**config.mk**
```make
export PLATFORM = sky130hd
export DESIGN_NAME = mul_sequencer_flat
export DESIGN_NICKNAME = d
export VERILOG_FILES = /design/src/rtl/alu_pkg.sv /design/src/rtl/mul_sequencer_if.sv /design/src/rtl/mul_shift_add_dp.sv /design/src/rtl/mul_sequencer.sv /design/src/flat_wrapper.sv
export SDC_FILE = /design/constraint.sdc
export NUM_CORES = 1
export LEC_CHECK = 0
export ABC_CLOCK_PERIOD_IN_PS = 6470
export BUFFER_PORTS_ARGS = -buffer_cell sky130_fd_sc_hd__buf_4
export CAP_MARGIN = 5
export CORE_MARGIN = 2
export CORE_UTILIZATION = 45
export CTS_CLUSTER_SIZE = 40
export DETAILED_ROUTE_END_ITERATION = 8
export PLACE_DENSITY = 0.69
export SYNTH_ARGS = -nofsm -noshare
export SYNTH_HDL_FRONTEND = slang
export SYNTH_SLANG_ARGS = --single-unit
```
**constraint.sdc**
```tcl
create_clock -name clk -period 6.47 [get_ports clk]
set_clock_uncertainty 0.2 [all_clocks]
set_input_delay 0.9705 -clock clk [delete_from_list [all_inputs] [get_ports clk]]
set_output_delay 0.9705 -clock clk [all_outputs]
set_load 0.05 [all_outputs]
```
**src/rtl/alu_pkg.sv**
```systemverilog
// Opcode encodings and multiply-sequencer types shared by the control unit, the ALU and mul_sequencer.
package alu_pkg;

  localparam logic [3:0] ALU_MUL   = 4'b0101;
  localparam logic [3:0] ALU_MULH  = 4'b0110;
  localparam logic [3:0] ALU_MULHU = 4'b0111;

  typedef enum logic [1:0] {
    IDLE = 2'd0,
    RUN  = 2'd1,
    DONE = 2'd2
  } mul_state_t;

  function automatic logic is_mul_op(input logic [3:0] op);
    return (op == ALU_MUL) || (op == ALU_MULH) || (op == ALU_MULHU);
  endfunction

  // 0x80000000 maps to itself, which is correct once read as unsigned 2^31.
  function automatic logic [31:0] mag32(input logic [31:0] v);
    return v[31] ? (~v + 32'd1) : v;
  endfunction

endpackage

```
**src/rtl/mul_sequencer_if.sv**
```systemverilog
// Execute-stage handshake between the control unit (master) and the multiply sequencer (slave).
interface mul_sequencer_if;
  logic        start;
  logic [3:0]  aluop;
  logic [31:0] a;
  logic [31:0] b;
  logic        flush;
  logic        stall;
  logic        busy;
  logic        done;
  logic [31:0] result;

  modport master (
    output start, aluop, a, b, flush,
    input  stall, busy, done, result
  );

  modport slave (
    input  start, aluop, a, b, flush,
    output stall, busy, done, result
  );
endinterface

```
**src/rtl/mul_shift_add_dp.sv**
```systemverilog
// Iterative shift-add datapath: operand conditioning, accumulator, sign fix-up and half select.
module mul_shift_add_dp
  import alu_pkg::*;
#(
  parameter int BITS_PER_CYCLE = 1
) (
  input  logic        clk,
  input  logic        rst,
  input  logic        load,
  input  logic        step,
  input  logic        finish,
  input  logic [3:0]  op,
  input  logic [31:0] a,
  input  logic [31:0] b,
  output logic [31:0] result
);

  logic [63:0] acc_r;
  logic [63:0] mcand_r;
  logic [31:0] mplier_r;
  logic        neg_r;
  logic        hi_r;
  logic [31:0] result_r;

  logic        signed_op_s;
  logic [31:0] a_mag_s;
  logic [31:0] b_mag_s;
  logic        neg_s;
  logic [63:0] partial_s;
  logic [63:0] acc_next_s;
  logic [63:0] prod_s;

  // Only MULH works on magnitudes; MUL and MULHU read both operands as unsigned.
  always_comb begin
    signed_op_s = (op == ALU_MULH);
    if (signed_op_s) begin
      a_mag_s = mag32(a);
      b_mag_s = mag32(b);
      neg_s   = a[31] ^ b[31];
    end else begin
      a_mag_s = a;
      b_mag_s = b;
      neg_s   = 1'b0;
    end
  end

  // Partial product of this iteration, next accumulator and the sign-corrected product.
  always_comb begin
    partial_s = 64'd0;
    for (int i = 0; i < BITS_PER_CYCLE; i++) begin
      if (mplier_r[i]) begin
        partial_s = partial_s + (mcand_r << i);
      end else begin
        partial_s = partial_s;
      end
    end
    acc_next_s = acc_r + partial_s;
    if (neg_r) begin
      prod_s = ~acc_next_s + 64'd1;
    end else begin
      prod_s = acc_next_s;
    end
  end

  // Operand load, per-iteration accumulate, and result capture on the final step.
  always_ff @(posedge clk) begin
    if (rst) begin
      acc_r    <= 64'd0;
      mcand_r  <= 64'd0;
      mplier_r <= 32'd0;
      neg_r    <= 1'b0;
      hi_r     <= 1'b0;
      result_r <= 32'd0;
    end else if (load) begin
      acc_r    <= 64'd0;
      mcand_r  <= {32'd0, a_mag_s};
      mplier_r <= b_mag_s;
      neg_r    <= neg_s;
      hi_r     <= (op != ALU_MUL);
    end else if (step) begin
      acc_r    <= acc_next_s;
      mcand_r  <= mcand_r << BITS_PER_CYCLE;
      mplier_r <= mplier_r >> BITS_PER_CYCLE;
      if (finish) begin
        result_r <= hi_r ? prod_s[63:32] : prod_s[31:0];
      end
    end
  end

  assign result = result_r;

endmodule

```
**src/rtl/mul_sequencer.sv**
```systemverilog
// Multi-cycle controller for MUL/MULH/MULHU: owns the FSM, iteration counter and stall/done signalling.
module mul_sequencer
  import alu_pkg::*;
#(
  parameter int BITS_PER_CYCLE = 1,
  parameter int XLEN           = 32
) (
  input logic            clk,
  input logic            rst,
  mul_sequencer_if.slave bus
);

  localparam int ITER = 32 / BITS_PER_CYCLE;
  localparam int CW   = $clog2(ITER);

  mul_state_t      state_r;
  logic [CW-1:0]   counter_r;
  logic            busy_r;
  logic            done_r;

  logic            is_mul_s;
  logic            accept_s;
  logic            step_s;
  logic            finish_s;
  logic            stall_s;
  logic [31:0]     result_s;

  mul_sequencer_chk #(
    .XLEN           (XLEN),
    .BITS_PER_CYCLE (BITS_PER_CYCLE)
  ) u_chk ();

  // Accept, datapath strobes and stall; stall is combinational so the PC holds in the issue cycle.
  always_comb begin
    is_mul_s = bus.start & is_mul_op(bus.aluop);
    accept_s = 1'b0;
    step_s   = 1'b0;
    finish_s = 1'b0;
    stall_s  = 1'b0;
    case (state_r)
      IDLE: begin
        accept_s = is_mul_s & ~bus.flush;
        stall_s  = accept_s;
      end
      RUN: begin
        stall_s = 1'b1;
        if (bus.flush) begin
          step_s = 1'b0;
        end else begin
          step_s   = 1'b1;
          finish_s = (counter_r == {CW{1'b0}});
        end
      end
      DONE: begin
        stall_s = 1'b0;
      end
      default: begin
        stall_s = 1'b0;
      end
    endcase
  end

  // Sequencer FSM with registered busy/done; DONE always lasts exactly one cycle.
  always_ff @(posedge clk) begin
    if (rst) begin
      state_r   <= IDLE;
      counter_r <= {CW{1'b0}};
      busy_r    <= 1'b0;
      done_r    <= 1'b0;
    end else begin
      done_r <= 1'b0;
      case (state_r)
        IDLE: begin
          if (accept_s) begin
            state_r   <= RUN;
            counter_r <= CW'(ITER - 1);
            busy_r    <= 1'b1;
          end else begin
            state_r <= IDLE;
            busy_r  <= 1'b0;
          end
        end
        RUN: begin
          if (bus.flush) begin
            state_r   <= IDLE;
            counter_r <= {CW{1'b0}};
            busy_r    <= 1'b0;
          end else if (counter_r == {CW{1'b0}}) begin
            state_r <= DONE;
            busy_r  <= 1'b0;
            done_r  <= 1'b1;
          end else begin
            counter_r <= counter_r - CW'(1);
          end
        end
        DONE: begin
          state_r <= IDLE;
          busy_r  <= 1'b0;
        end
        default: begin
          state_r   <= IDLE;
          counter_r <= {CW{1'b0}};
          busy_r    <= 1'b0;
        end
      endcase
    end
  end

  mul_shift_add_dp #(
    .BITS_PER_CYCLE (BITS_PER_CYCLE)
  ) u_dp (
    .clk    (clk),
    .rst    (rst),
    .load   (accept_s),
    .step   (step_s),
    .finish (finish_s),
    .op     (bus.aluop),
    .a      (bus.a),
    .b      (bus.b),
    .result (result_s)
  );

  assign bus.stall  = stall_s;
  assign bus.busy   = busy_r;
  assign bus.done   = done_r;
  assign bus.result = result_s;

endmodule

// Elaboration-time parameter legality checks for mul_sequencer.
module mul_sequencer_chk #(
  parameter int XLEN           = 32,
  parameter int BITS_PER_CYCLE = 1
) ();
  if (XLEN != 32) begin : g_bad_xlen
    $error("mul_sequencer: XLEN must be 32");
  end
  if ((BITS_PER_CYCLE != 1) && (BITS_PER_CYCLE != 2) && (BITS_PER_CYCLE != 4)) begin : g_bad_bpc
    $error("mul_sequencer: BITS_PER_CYCLE must be 1, 2 or 4");
  end
endmodule
```
**src/flat_wrapper.sv**
```systemverilog
// flat-port wrapper written by rule: the top's interface ports become plain ports
module mul_sequencer_flat import alu_pkg::*;
#(
  parameter int BITS_PER_CYCLE = 1,
  parameter int XLEN           = 32
)
  (clk, rst, bus_start, bus_aluop, bus_a, bus_b, bus_flush, bus_stall, bus_busy, bus_done, bus_result);
  mul_sequencer_if bus_i ();
  input logic clk;
  input logic rst;
  input wire logic [$bits(bus_i.start)-1:0] bus_start;
  input wire logic [$bits(bus_i.aluop)-1:0] bus_aluop;
  input wire logic [$bits(bus_i.a)-1:0] bus_a;
  input wire logic [$bits(bus_i.b)-1:0] bus_b;
  input wire logic [$bits(bus_i.flush)-1:0] bus_flush;
  output wire logic [$bits(bus_i.stall)-1:0] bus_stall;
  output wire logic [$bits(bus_i.busy)-1:0] bus_busy;
  output wire logic [$bits(bus_i.done)-1:0] bus_done;
  output wire logic [$bits(bus_i.result)-1:0] bus_result;
  assign bus_i.start = bus_start;
  assign bus_i.aluop = bus_aluop;
  assign bus_i.a = bus_a;
  assign bus_i.b = bus_b;
  assign bus_i.flush = bus_flush;
  assign bus_stall = bus_i.stall;
  assign bus_busy = bus_i.busy;
  assign bus_done = bus_i.done;
  assign bus_result = bus_i.result;
  mul_sequencer #(.BITS_PER_CYCLE(BITS_PER_CYCLE), .XLEN(XLEN)) u_core (.clk(clk), .rst(rst), .bus(bus_i));
endmodule
```
# ---- Word-level counts from Yosys, hierarchy flattened
# Cells that the tools add are included.
dict set report classes {
  add_sub_neg 5
  n_mul 0
  div 0
  order_cmp 0
  n_eq_ne 9
  shifts 0
  mux 31
  n_bitwise 10
  reduce_logical 9
}
# operator count
set ops {}
lappend ops {{32-bit two-way mux} 9}
lappend ops {{64-bit two-way mux} 2}
lappend ops {{32-bit by 1-bit adder with 32-bit output (second input constant)} 2}
lappend ops {{64-bit by 1-bit adder with 64-bit output (second input constant)} 1}
lappend ops {{64-bit adder} 1}
lappend ops {{32-bit inverter} 2}
lappend ops {{64-bit inverter} 1}
lappend ops {{5-bit two-way mux} 3}
lappend ops {{5-bit case mux with 3 select lines} 1}
lappend ops {{4-bit by 3-bit equality test with 1-bit output (second input constant)} 3}
lappend ops {{1-bit two-way mux} 11}
lappend ops {{3-bit AND reduction} 2}
lappend ops {{5-bit zero test} 1}
lappend ops {{5-bit by 1-bit subtractor with 5-bit output (second input constant)} 1}
lappend ops {{2-bit two-way mux} 2}
lappend ops {{4-bit by 3-bit inequality test with 1-bit output (second input constant)} 1}
lappend ops {{1-bit inverter} 4}
lappend ops {{1-bit case mux with 2 select lines} 2}
lappend ops {{2-bit case mux with 2 select lines} 1}
lappend ops {{3-bit by 2-bit inequality test with 1-bit output (second input constant)} 1}
lappend ops {{3-bit inequality test (second input constant)} 1}
lappend ops {{3-bit OR reduction} 1}
lappend ops {{1-bit AND} 2}
lappend ops {{2-bit by 1-bit equality test with 1-bit output (second input constant)} 1}
lappend ops {{7 further kinds} 8}
dict set report word_totals {
  reg_bits 203
  latchBits 0
  ram_bits 0
  mem_bits_ro 0
  input_bits 72
  out_inout_bits 35
  mem_count 0
}

# ---- Depth between registers and ports, before layout
# Gate-level depths: netlist of the first run.
dict set report depth {
  word_depth 8
  mapped_depth 19
  ltp_nobuf 15
}

# ---- By module
# Synthesis of the first run repeated with hierarchy kept, for this count alone.
dict set report unflattened {
  hier_cells 2182
  area_unflattened_um2 16588.4
}
# mod instances cells_per_inst area_per_inst_um2 seq_area_each_um2
set modules_own_cells {}
lappend modules_own_cells {mul_shift_add_dp 1 2123 16072.9 3883.7}
lappend modules_own_cells {mul_sequencer 1 59 515.5 180.2}

# ---- Least setup slack after synthesis of the first run
# OpenSTA, ideal clock, no wires.
dict set report synth_timing {
  path_kind {flip-flop to flip-flop}
  from {reg u_core.u_dp.mplier_r[0]}
  to {reg u_core.u_dp.result_r[23], in the netlist u_core.u_dp.result[23]}
  setup_ns 0.091
  t_arrival_ns 4.739
  required_ns 6.179
  path_slack_ns 1.440
  path_stages_with_launch 20
  n_path_buf 5
  period_less_slack_ns 5.030
  path_cell_list {dfxtp_1 clkbuf_1 clkbuf_1 and2_1 ha_1 buf_6 a21o_1 a21o_1 a21o_1 a211o_1 and2_4 or3b_4 a211oi_4 or3b_1 buf_2 or4_4 buf_6 o21ai_1 mux2_2 a311oi_1}
}
dict set report synth_via {
  elab_chain_cells 6
}
# item line
set synth_lines {}
lappend synth_lines {{start, declared} mul_shift_add_dp.sv:20} ;# logic [31:0] mplier_r;
lappend synth_lines {{start signal, assigned} mul_shift_add_dp.sv:77} ;# mplier_r <= b_mag_s;
lappend synth_lines {{start signal, assigned} mul_shift_add_dp.sv:83} ;# mplier_r <= mplier_r >> BITS_PER_CYCLE;
lappend synth_lines {{64-bit two-way mux *} mul_shift_add_dp.sv:51} ;# if (mplier_r[i]) begin
lappend synth_lines {{64-bit adder *} mul_shift_add_dp.sv:57} ;# acc_next_s = acc_r + partial_s;
lappend synth_lines {{64-bit inverter} mul_shift_add_dp.sv:59} ;# prod_s = ~acc_next_s + 64'd1;
lappend synth_lines {{64-bit by 1-bit adder with 64-bit output} mul_shift_add_dp.sv:59}
lappend synth_lines {{64-bit two-way mux *} mul_shift_add_dp.sv:58} ;# if (neg_r) begin
lappend synth_lines {{32-bit two-way mux *} mul_shift_add_dp.sv:85} ;# result_r <= hi_r ? prod_s[63:32] : prod_s[31:0];
lappend synth_lines {{end signal, assigned} mul_shift_add_dp.sv:85}
lappend synth_lines {{end, declared} mul_shift_add_dp.sv:23} ;# logic [31:0] result_r;
# Every way passes the cells marked *; elsewhere a longest branch is shown, timed or not.
# A chain may end at the register's enable or synchronous reset.

# ---- Final worst setup path of the first run
dict set report layout_timing {
  from {reg u_core.u_dp.mplier_r[0]}
  to {reg u_core.u_dp.result_r[28], in the netlist u_core.u_dp.result[28]}
}
# Same word-level chain as after synthesis.

==> results.ini, run 1 <==
[sta]
timing_worst_slew_pin_value_ps=1190
post-route-period-util=0.917
timing_hold_violations_final=0
grt_setup_unrepaired=false
fin_setup_tns_ps=0
period_minus_ws_final_ps=5930
total_setup_violations_reported_at_the_end_of_the_flow=0
whs_ps=260
slew_violations=0
timing.fmax_mhz=169
slew_headroom=0.197

[job]
drv.max_cap_violation_count=0

[layout]
filler_free_cell_count_of_the_finished_design=2767
final_nets=2428
drive_gt1_frac=0.101
synthToLayoutAreaGrowth_pct=12.1
antenna_cells_inserted=0
stdcell_area_um2=17900

[placed_design]
placement.io_buffers=106
place.gp.congestion=1.00
post-dp-hpwl_um=43300
placement.cell_area_um2=17000
place.detailed.instances=2721

[power]
switching_power_mw=0.736
p_sw_frac=0.247
share_comb_of_total_power=0.066
cellInternalPower_mw=2.25
p_leak_nw=6.78
seq_power_share=0.426
pwr_dens_nw_per_um2=167
clock_power_share=0.509
max-vdd-ir-drop_mv=0.200

[floorplan]
design.die.area_um2=37100
start_util=0.453
die_w_um=193
core.rowCount=69
floorplan.io_pins=107
chipHeight_um=193
core-area_um2=35300

[logic_synthesis]
synth.distinct_cells=99
syn_nets=2413
postSynthCellCount=2272
synth-async-reset-ratio=0
ys.warnings.count=0
synth_enable_flop_cells=0
synth-main-ff-cell=sky130_fd_sc_hd__dfxtp_1
synthesis.area_per_instance_um2=7.04
synth-seq-area-share=0.254
synth.ff_latch_count=203
post_synth_instance_area_um2=16000

[critical_path]
worstPathArrival_ps=6200
criticalPathCategory=flip-flop to flip-flop
path_max_fanout=30
crit_path_start_kind=flip-flop
critical_path_required_ps=6740
end_kind=flip-flop

[grt]
grt.total_usage=0.301
global_route.usage.met3=0.0458
gr-max-usage-layer=met2
grt_overflow=0
fraction_of_met1_tracks_used_by_global_routing=0.401
use_met2=0.485
largest_net_degree_at_the_start_of_global_routing=97
grt_pass1_vias=16100
grt_first_pass_wirelength_um=88900
grt_antenna_before_repair=1

[clocking]
cts_max_path_buffers=3
clock_tree_from_tritoncts=built
clock_tree.htree_level_count=1
postCtsSetupBuffers=0
ctsRootBufferMaster=sky130_fd_sc_hd__clkbuf_16
clk_latency_ps=560
cts.reportedPaths.clkPinSlew_ps=60
tritoncts_num_sinks=203
numCtsBuffers=25

[worst_hold_path]
hold_class=flip-flop to flip-flop

[route]
drt_pre_antenna_iters=6
number_of_drc_markers_after_the_initial_detailed_route_iteration=1425
vias=17200
count_of_unresolved_drc_violations_after_routing=0
final_antenna_net_count=0
wl_um=56900
routedWlPerCell_um=20.6
drt-vias-per-instance=6.22

[status]
result_of_the_run=finished clean

cells in the final DEF, fill, tap and decap left out, types with 49 or more instances in the layout:
cell,count
sky130_fd_sc_hd__buf_4,142
sky130_fd_sc_hd__xor2_1,49
sky130_fd_sc_hd__dfxtp_1,201
sky130_fd_sc_hd__ha_1,68
sky130_fd_sc_hd__a21oi_1,241
sky130_fd_sc_hd__nand3_1,82
sky130_fd_sc_hd__nand2_1,418
sky130_fd_sc_hd__nor2_1,180
sky130_fd_sc_hd__xnor2_1,66
sky130_fd_sc_hd__o21ai_0,96
sky130_fd_sc_hd__a31oi_1,65
sky130_fd_sc_hd__and2_1,83
synthesized netlist by cell type (7+ instances only):
master,number,area share
sky130_fd_sc_hd__clkbuf_1,118,0.028
sky130_fd_sc_hd__nor4_1,25,0.0098
sky130_fd_sc_hd__a32o_1,7,0.0044
sky130_fd_sc_hd__nor2b_1,9,0.0035
sky130_fd_sc_hd__nand2b_1,14,0.0055
sky130_fd_sc_hd__ha_1,68,0.053
sky130_fd_sc_hd__buf_2,18,0.0056
sky130_fd_sc_hd__o21ai_1,22,0.0069
sky130_fd_sc_hd__buf_1,15,0.0035
sky130_fd_sc_hd__or3_1,24,0.0094
sky130_fd_sc_hd__a211o_1,9,0.0049
sky130_fd_sc_hd__o211ai_1,18,0.0084
sky130_fd_sc_hd__a21oi_1,241,0.075
sky130_fd_sc_hd__a211oi_1,19,0.0089
sky130_fd_sc_hd__a222oi_1,8,0.0050
sky130_fd_sc_hd__o21a_1,19,0.0089
sky130_fd_sc_hd__and2_1,84,0.033
sky130_fd_sc_hd__xnor2_1,66,0.036
sky130_fd_sc_hd__a31oi_1,65,0.025
sky130_fd_sc_hd__o21ai_0,96,0.030
sky130_fd_sc_hd__a21boi_0,7,0.0033
sky130_fd_sc_hd__and4_1,9,0.0049
sky130_fd_sc_hd__or2_2,12,0.0047
sky130_fd_sc_hd__a21o_1,22,0.010
sky130_fd_sc_hd__and3_1,8,0.0031
sky130_fd_sc_hd__nand2_1,419,0.098
sky130_fd_sc_hd__a22oi_1,12,0.0056
sky130_fd_sc_hd__o21bai_1,10,0.0047
sky130_fd_sc_hd__nand4_1,36,0.014
sky130_fd_sc_hd__nor2_1,181,0.042
sky130_fd_sc_hd__inv_1,37,0.0087
sky130_fd_sc_hd__nor3_1,46,0.014
sky130_fd_sc_hd__a22o_1,7,0.0038
sky130_fd_sc_hd__a311oi_1,9,0.0049
sky130_fd_sc_hd__or4_1,7,0.0033
sky130_fd_sc_hd__o31ai_1,26,0.012
sky130_fd_sc_hd__mux2i_1,16,0.010
sky130_fd_sc_hd__nand3_1,82,0.026
sky130_fd_sc_hd__xor2_1,49,0.027
sky130_fd_sc_hd__dfxtp_1,203,0.25
cell families after synthesis:
kind of cell / Yosys count / share of synthesized area
buffers and inverters: 191 / 0.0474
and+or+nand+nor: 986 / 0.291
AOI/OAI and AO/OA: 685 / 0.276
muxes: 23 / 0.0149
adders and majority gates: 69 / 0.0545
DFF: 203 / 0.254
xor gates and xnor gates: 115 / 0.0630
sequential cells by signal (all words and copies together) (netlist names):
signal,flops
u_core.state_r,2
u_core.u_dp.mplier_r,32
u_core.u_dp.mcand_r,64
u_core.bus.done,1
u_core.u_dp.neg_r,1
u_core.u_dp.result,32
u_core.u_dp.hi_r,1
u_core.bus.busy,1
u_core.u_dp.acc_r,64
u_core.counter_r,5
metal layers:
layer	wire (µm)	vias to the layer above	part of all wire
li1	-	8235	-
met1	24900	8128	0.44
met2	25500	720	0.45
met3	4080	120	0.072
met4	2380	2	0.042
met5	14	-	0.00025
final cells by class:
class,instances,area (µm²)
fill,3556,17400
multi-input combinational,1878,11200
sequential,203,4070
timing repair buffer,142,1070
clock buffer,33,686
tap,461,577
clock inverter,13,191
inverter,37,139
through the flow:
stage | util | power (mW) | setup slack (ps)
6_report | 0.508 | 2.99 | 539
5_1_grt | 0.508 | 3.07 | 155
4_1_cts | 0.508 | 3.00 | 456
3_5_place_dp | 0.483 | 1.49 | 481
3_3_place_gp | 0.483 | 1.49 | 682
2_1_floorplan | - | 1.41 | 1440
critical path: stages (launching register included):
cell and delay [ps]:
sky130_fd_sc_hd__dfxtp_2 600, sky130_fd_sc_hd__and2_1 210, sky130_fd_sc_hd__ha_1 200, sky130_fd_sc_hd__fa_1 260, sky130_fd_sc_hd__a211oi_1 140, sky130_fd_sc_hd__o41ai_2 530
sky130_fd_sc_hd__o21bai_1 250, sky130_fd_sc_hd__a2111oi_1 930, sky130_fd_sc_hd__o211ai_1 240, sky130_fd_sc_hd__a31oi_1 510, sky130_fd_sc_hd__nor4b_1 550, sky130_fd_sc_hd__nand4_1 460
sky130_fd_sc_hd__nor4b_4 380, sky130_fd_sc_hd__a31oi_1 130, sky130_fd_sc_hd__a211oi_2 240
power groups by stage:
stage          clock, mW  combinational (mW)  sequential (mW)
2_1_floorplan          0               0.110             1.30
3_3_place_gp           0               0.190             1.30
3_5_place_dp           0               0.194             1.30
4_1_cts             1.54               0.194             1.27
5_1_grt             1.59               0.213             1.27
6_report            1.52               0.196             1.27
what timing repair did:
item	in CTS	in global routing
setup endpoints to repair	0	6
resized for setup	0	1
hold buffers	0	0
final timing paths:
check	from	to	slack, ps	cells after the start
max reg2reg	u_core.u_dp.mplier_r[0]	u_core.u_dp.result[28]	540	14
max	u_core.u_dp.mplier_r[0]	u_core.u_dp.result[28]	540	14
min reg2reg	u_core.u_dp.mcand_r[63]	u_core.u_dp.mcand_r[63]	260	2
min	u_core.u_dp.mcand_r[63]	u_core.u_dp.mcand_r[63]	260	2
No activity file was read; power rests on OpenSTA's default activity.
==> run 2: changes to the inputs <==
--- a/config.mk
+++ b/config.mk
@@ -5,7 +5,7 @@
 export SDC_FILE = /design/constraint.sdc
 export NUM_CORES = 1
 export LEC_CHECK = 0
-export ABC_CLOCK_PERIOD_IN_PS = 6470
+export ABC_CLOCK_PERIOD_IN_PS = 7100
 export BUFFER_PORTS_ARGS = -buffer_cell sky130_fd_sc_hd__buf_4
 export CAP_MARGIN = 5
 export CORE_MARGIN = 2
==> constraint.sdc (replaced) <==
create_clock -name clk -period 7.1 [get_ports clk]
set_clock_uncertainty 0.2 [all_clocks]
set_input_delay 1.065 -clock clk [delete_from_list [all_inputs] [get_ports clk]]
set_output_delay 1.065 -clock clk [all_outputs]
set_load 0.05 [all_outputs]
==> results.ini, run 2 (synthesis gave the netlist of run 1 again) <==
[layout]
most-common-layout-cells=sky130_fd_sc_hd__nand2_1, sky130_fd_sc_hd__a21oi_1, sky130_fd_sc_hd__dfxtp_1
final_nets=2418
filler_cell_count=3517
drive_gt1_frac=0.0951
synthToLayoutAreaGrowth_pct=10.8
antenna_cells_inserted=0
fin_util=0.502
largest_registers=u_core.u_dp.acc_r: 64 flops, u_core.u_dp.mcand_r: 64 flops
final_common_cell=sky130_fd_sc_hd__nand2_1

[sta]
total_setup_violations_reported_at_the_end_of_the_flow=0
timing.fmax_mhz=162
slew_violations=0
grt_setup_unrepaired=false
fin_setup_tns_ps=0
timing_worst_slew_pin_value_ps=1100
period_minus_ws_final_ps=6180
setup_ws_ps=917
post-route-period-util=0.871
timing_hold_violations_final=0
slew_headroom=0.267

[grt]
grt.total_usage=0.293
grt_first_pass_wirelength_um=87200
gr-max-usage-layer=met2
grt_antenna_before_repair=0
grt_overflow=0
largest_net_degree_at_the_start_of_global_routing=90
use_met2=0.469
fraction_of_met1_tracks_used_by_global_routing=0.401
global_route.usage.met3=0.0358
grt_pass1_vias=16100

[clocking]
postCtsSetupBuffers=0
tritoncts_num_sinks=203
cts.reportedPaths.clkPinSlew_ps=60
clock_tree_from_tritoncts=built
numCtsBuffers=24
post_cts_hold_buffer_count=0
ctsRootBufferMaster=sky130_fd_sc_hd__clkbuf_16
clk_latency_ps=560
cts_max_path_buffers=3
cts_repair_resize_count=0
clock_tree.htree_level_count=1

[route]
wl_um=54700
count_of_unresolved_drc_violations_after_routing=0
routedWlPerCell_um=19.9
number_of_drc_markers_after_the_initial_detailed_route_iteration=1779
drt_pre_antenna_iters=6
drt-vias-per-instance=6.19
vias=17000
final_antenna_net_count=0

[status]
result_of_the_run=finished clean

[floorplan]
core-area_um2=35300
start_util=0.453
core.rowCount=69
chipHeight_um=193
die_w_um=193
design.die.area_um2=37100
floorplan.io_pins=107

[critical_path]
crit_path_start_kind=flip-flop
path_max_fanout=14
criticalPathCategory=flip-flop to flip-flop
end_kind=flip-flop
worstPathArrival_ps=6440
critical_path_required_ps=7360

[placed_design]
place.gp.congestion=1.04
dp_worst_setup_slack_ps=1070
placement.io_buffers=106
post-dp-hpwl_um=41800

[power]
share_comb_of_total_power=0.070
cellInternalPower_mw=1.90
switching_power_mw=0.636
pwr_total_mw=2.53
clock_power_share=0.473
p_leak_nw=6.68
max-vdd-ir-drop_mv=0.149
pwr_dens_nw_per_um2=143
seq_power_share=0.457
p_sw_frac=0.251

[worst_hold_path]
hold_class=flip-flop to flip-flop

[job]
drv.max_cap_violation_count=0

## run 2: changes by cell type in the layout (fill, tap and decap cells not counted), sizes merged
cell / before / now
clkbuf: 33 / 32
clkinvlp: 2 / 0
clkinv: 5 / 8
bufinv: 4 / 1
buf: 142 / 133
inv: 39 / 38
## run 2: path summary, 6_finish.rpt
path,from,endpoint,slack (ps),cells after the start
worst max-delay path,u_core.u_dp.mplier_r[0],u_core.u_dp.result[23],920,16
worst min-delay path,u_core.u_dp.acc_r[32],u_core.u_dp.acc_r[32],260,2
worst max register to register,u_core.u_dp.mplier_r[0],u_core.u_dp.result[23],920,16
worst min register to register,u_core.u_dp.acc_r[32],u_core.u_dp.acc_r[32],260,2
## run 2: area by class of cell
type | instances | area [µm²] | area share
Tap cell | 461 | 577 | 0.0326
Timing Repair Buffer | 133 | 998 | 0.0564
Clock inverter | 10 | 90.1 | 0.00508
Clock buffer | 32 | 651 | 0.0367
Sequential cell | 203 | 4070 | 0.229
Inverter | 37 | 139 | 0.00784
Multi-Input combinational cell | 1878 | 11200 | 0.632
## run 2: metrics by stage
stage / instance area [µm²] / hold WS, ps / std cells
2_1_floorplan: 16000 / 228 / 2272
4_1_cts: 17700 / 261 / 2754
6_report: 17700 / 260 / 2754
5_1_grt: 17700 / 281 / 2754
3_3_place_gp: 17000 / 244 / 2712
3_5_place_dp: 17000 / 254 / 2712
## run 2: power by group through the flow
stage	sequential [mW]	combinational [mW]	clock [mW]
floorplan	1.18	0.0999	0
global placement	1.18	0.172	0
detailed placement	1.18	0.175	0
CTS	1.16	0.176	1.22
global route	1.16	0.194	1.26
finish	1.16	0.177	1.20
## run 2: per-layer routing
metal	share of wire	wire [µm]	up-vias
met1	0.44	24100	7994
li1	-	-	8215
met5	0	0	-
met3	0.074	4060	126
met4	0.042	2290	0
met2	0.44	24300	706
## run 2: critical path, cell delays in order (launching register included)
cell and delay (ps):
sky130_fd_sc_hd__dfxtp_1 430, sky130_fd_sc_hd__buf_4 230, sky130_fd_sc_hd__and2_1 140, sky130_fd_sc_hd__ha_1 210
sky130_fd_sc_hd__fa_1 430, sky130_fd_sc_hd__a211oi_1 520, sky130_fd_sc_hd__o21ai_1 280, sky130_fd_sc_hd__xnor2_1 350
sky130_fd_sc_hd__nand3b_1 200, sky130_fd_sc_hd__nor4b_2 540, sky130_fd_sc_hd__o2111ai_1 320, sky130_fd_sc_hd__nor4_1 680
sky130_fd_sc_hd__and3_1 350, sky130_fd_sc_hd__nand4_1 330, sky130_fd_sc_hd__o21ai_1 260, sky130_fd_sc_hd__mux2_2 350
sky130_fd_sc_hd__a311oi_1 250
==> run 3: changes to the inputs <==
--- a/config.mk
+++ b/config.mk
@@ -5,7 +5,7 @@
 export SDC_FILE = /design/constraint.sdc
 export NUM_CORES = 1
 export LEC_CHECK = 0
-export ABC_CLOCK_PERIOD_IN_PS = 7100
+export ABC_CLOCK_PERIOD_IN_PS = 7600
 export BUFFER_PORTS_ARGS = -buffer_cell sky130_fd_sc_hd__buf_4
 export CAP_MARGIN = 5
 export CORE_MARGIN = 2
==> constraint.sdc (replaced) <==
create_clock -name clk -period 7.6 [get_ports clk]
set_clock_uncertainty 0.2 [all_clocks]
set_input_delay 1.14 -clock clk [delete_from_list [all_inputs] [get_ports clk]]
set_output_delay 1.14 -clock clk [all_outputs]
set_load 0.05 [all_outputs]
==> results.ini, run 3 (synthesis gave the netlist of run 1 again) <==
[clocking]
clk_latency_ps=550
ctsRootBufferMaster=sky130_fd_sc_hd__clkbuf_16
tritoncts_num_sinks=203
clock_tree_from_tritoncts=built
postCtsSetupBuffers=0
numCtsBuffers=24
post_cts_hold_buffer_count=0
clock_tree.htree_level_count=1
cts_max_path_buffers=3
cts.reportedPaths.clkPinSlew_ps=60
cts_repair_resize_count=0

[placed_design]
place.gp.congestion=1.02
post-dp-hpwl_um=42800
placement.io_buffers=106

[power]
p_leak_nw=6.72
max-vdd-ir-drop_mv=0.201
pwr_dens_nw_per_um2=140

[critical_path]
end_kind=flip-flop
critical_path_required_ps=7850
regToRegSetupSlack_ps=1150
crit_start=u_core.u_dp.mplier_r[0]
reg2reg_depth=15
criticalPathCategory=flip-flop to flip-flop
crit_path_start_kind=flip-flop
timing.rr.end=u_core.u_dp.result[23]
worstPathArrival_ps=6700
critical_path.reg2reg.startpoint=u_core.u_dp.mplier_r[0]
path_max_fanout=33

[sta]
timing_worst_slew_pin_value_ps=1290
period_minus_ws_final_ps=6450
fin_setup_tns_ps=0
timing.fmax_mhz=155
slew_headroom=0.139
post-route-period-util=0.848
timing_hold_violations_final=0
slew_violations=0
grt_setup_unrepaired=false
total_setup_violations_reported_at_the_end_of_the_flow=0
whs_ps=260

[route]
wl_um=56500
count_of_unresolved_drc_violations_after_routing=0
routedWlPerCell_um=20.5
number_of_drc_markers_after_the_initial_detailed_route_iteration=1459
drt-vias-per-instance=6.24
drt_pre_antenna_iters=6
final_antenna_net_count=0
vias=17200

[layout]
synthToLayoutAreaGrowth_pct=11.4
final_common_cell=sky130_fd_sc_hd__nand2_1
most-common-layout-cells=sky130_fd_sc_hd__nand2_1, sky130_fd_sc_hd__a21oi_1, sky130_fd_sc_hd__dfxtp_1
final_nets=2417
largest_registers=u_core.u_dp.acc_r: 64 flops, u_core.u_dp.mcand_r: 64 flops
multi_input_area_um2=11200
filler_cell_count=3492
antenna_cells_inserted=0
drive_gt1_frac=0.0968
ff_latch_area_um2=4070

[grt]
grt_antenna_before_repair=0
largest_net_degree_at_the_start_of_global_routing=97
grt_first_pass_wirelength_um=88300
grt_overflow=0
grt.total_usage=0.300
grt_pass1_vias=16100

[job]
drv.max_cap_violation_count=0

[floorplan]
floorplan.io_pins=107
core-area_um2=35300
design.die.area_um2=37100
chipHeight_um=193
die_w_um=193
core.rowCount=69
start_util=0.453

[worst_hold_path]
worstHoldStart=u_core.u_dp.acc_r[53]
hold-path-cell-count=2
hold_path_end=u_core.u_dp.acc_r[53]
hold_class=flip-flop to flip-flop

[status]
result_of_the_run=finished clean

-- run 3: worst max-delay path by stage --
| stage | to | slack (ps) | depth (start not counted) |
|---|---|---|---|
| floorplan | u_core.u_dp.result[23] | 2570 | 19 |
| global placement | u_core.u_dp.result[23] | 1560 | 15 |
| detailed placement | u_core.u_dp.result[23] | 1350 | 15 |
| CTS | u_core.u_dp.result[23] | 1300 | 15 |
| global route | u_core.u_dp.result[23] | 800 | 15 |
| finish | u_core.u_dp.result[23] | 1150 | 15 |
-- run 3: critical path: stages (launching register included) --
cell	delay, ps
sky130_fd_sc_hd__dfxtp_1	620
sky130_fd_sc_hd__and2_1	290
sky130_fd_sc_hd__ha_1	220
sky130_fd_sc_hd__fa_1	430
sky130_fd_sc_hd__a211oi_1	520
sky130_fd_sc_hd__o21ai_1	280
sky130_fd_sc_hd__xnor2_1	390
sky130_fd_sc_hd__nand3b_1	210
sky130_fd_sc_hd__nor4b_2	530
sky130_fd_sc_hd__o2111ai_1	350
sky130_fd_sc_hd__nor4_1	740
sky130_fd_sc_hd__and3_1	350
sky130_fd_sc_hd__nand4_1	350
sky130_fd_sc_hd__o21ai_1	280
sky130_fd_sc_hd__mux2_2	350
sky130_fd_sc_hd__a311oi_1	250
-- run 3: stage by stage --
stage / util / instances / power [mW] / cell area (µm²) / worst slack (ps)
finish: 0.505 / 2754 / 2.49 / 17800 / 1150
global route: 0.505 / 2754 / 2.58 / 17800 / 804
CTS: 0.505 / 2754 / 2.51 / 17800 / 1300
detailed placement: 0.481 / 2711 / 1.27 / 17000 / 1350
global placement: 0.481 / 2711 / 1.27 / 17000 / 1560
floorplan: - / 2272 / 1.20 / 16000 / 2570
-- run 3: area by class of cell --
| class | count | area share |
|---|---|---|
| Clock inverter | 13 | 0.0104 |
| Tap cell | 461 | 0.0324 |
| Clock buffer | 30 | 0.0372 |
| Multi-Input combinational cell | 1878 | 0.628 |
| Sequential cell | 203 | 0.228 |
| Inverter | 37 | 0.00779 |
| Timing Repair Buffer | 132 | 0.0556 |
-- run 3: per-layer routing --
metal / GRT usage / wire (µm) / vias to the layer above
li1: - / - / 8231
met1: 0.391 / 24300 / 8066
met2: 0.474 / 25000 / 714
met3: 0.0593 / 4390 / 164
met4: 0.143 / 2880 / 0
met5: 0 / 0 / -
-- run 3: power breakdown --
| group | total (mW) | internal (mW) | leakage [nW] | switching, mW |
|---|---|---|---|---|
| combinational | 0.166 | 0.0635 | 4.67 | 0.102 |
| sequential | 1.08 | 1.07 | 1.64 | 0.00779 |
| clock | 1.24 | 0.755 | 0.415 | 0.487 |
| total | 2.49 | 1.89 | 6.72 | 0.597 |
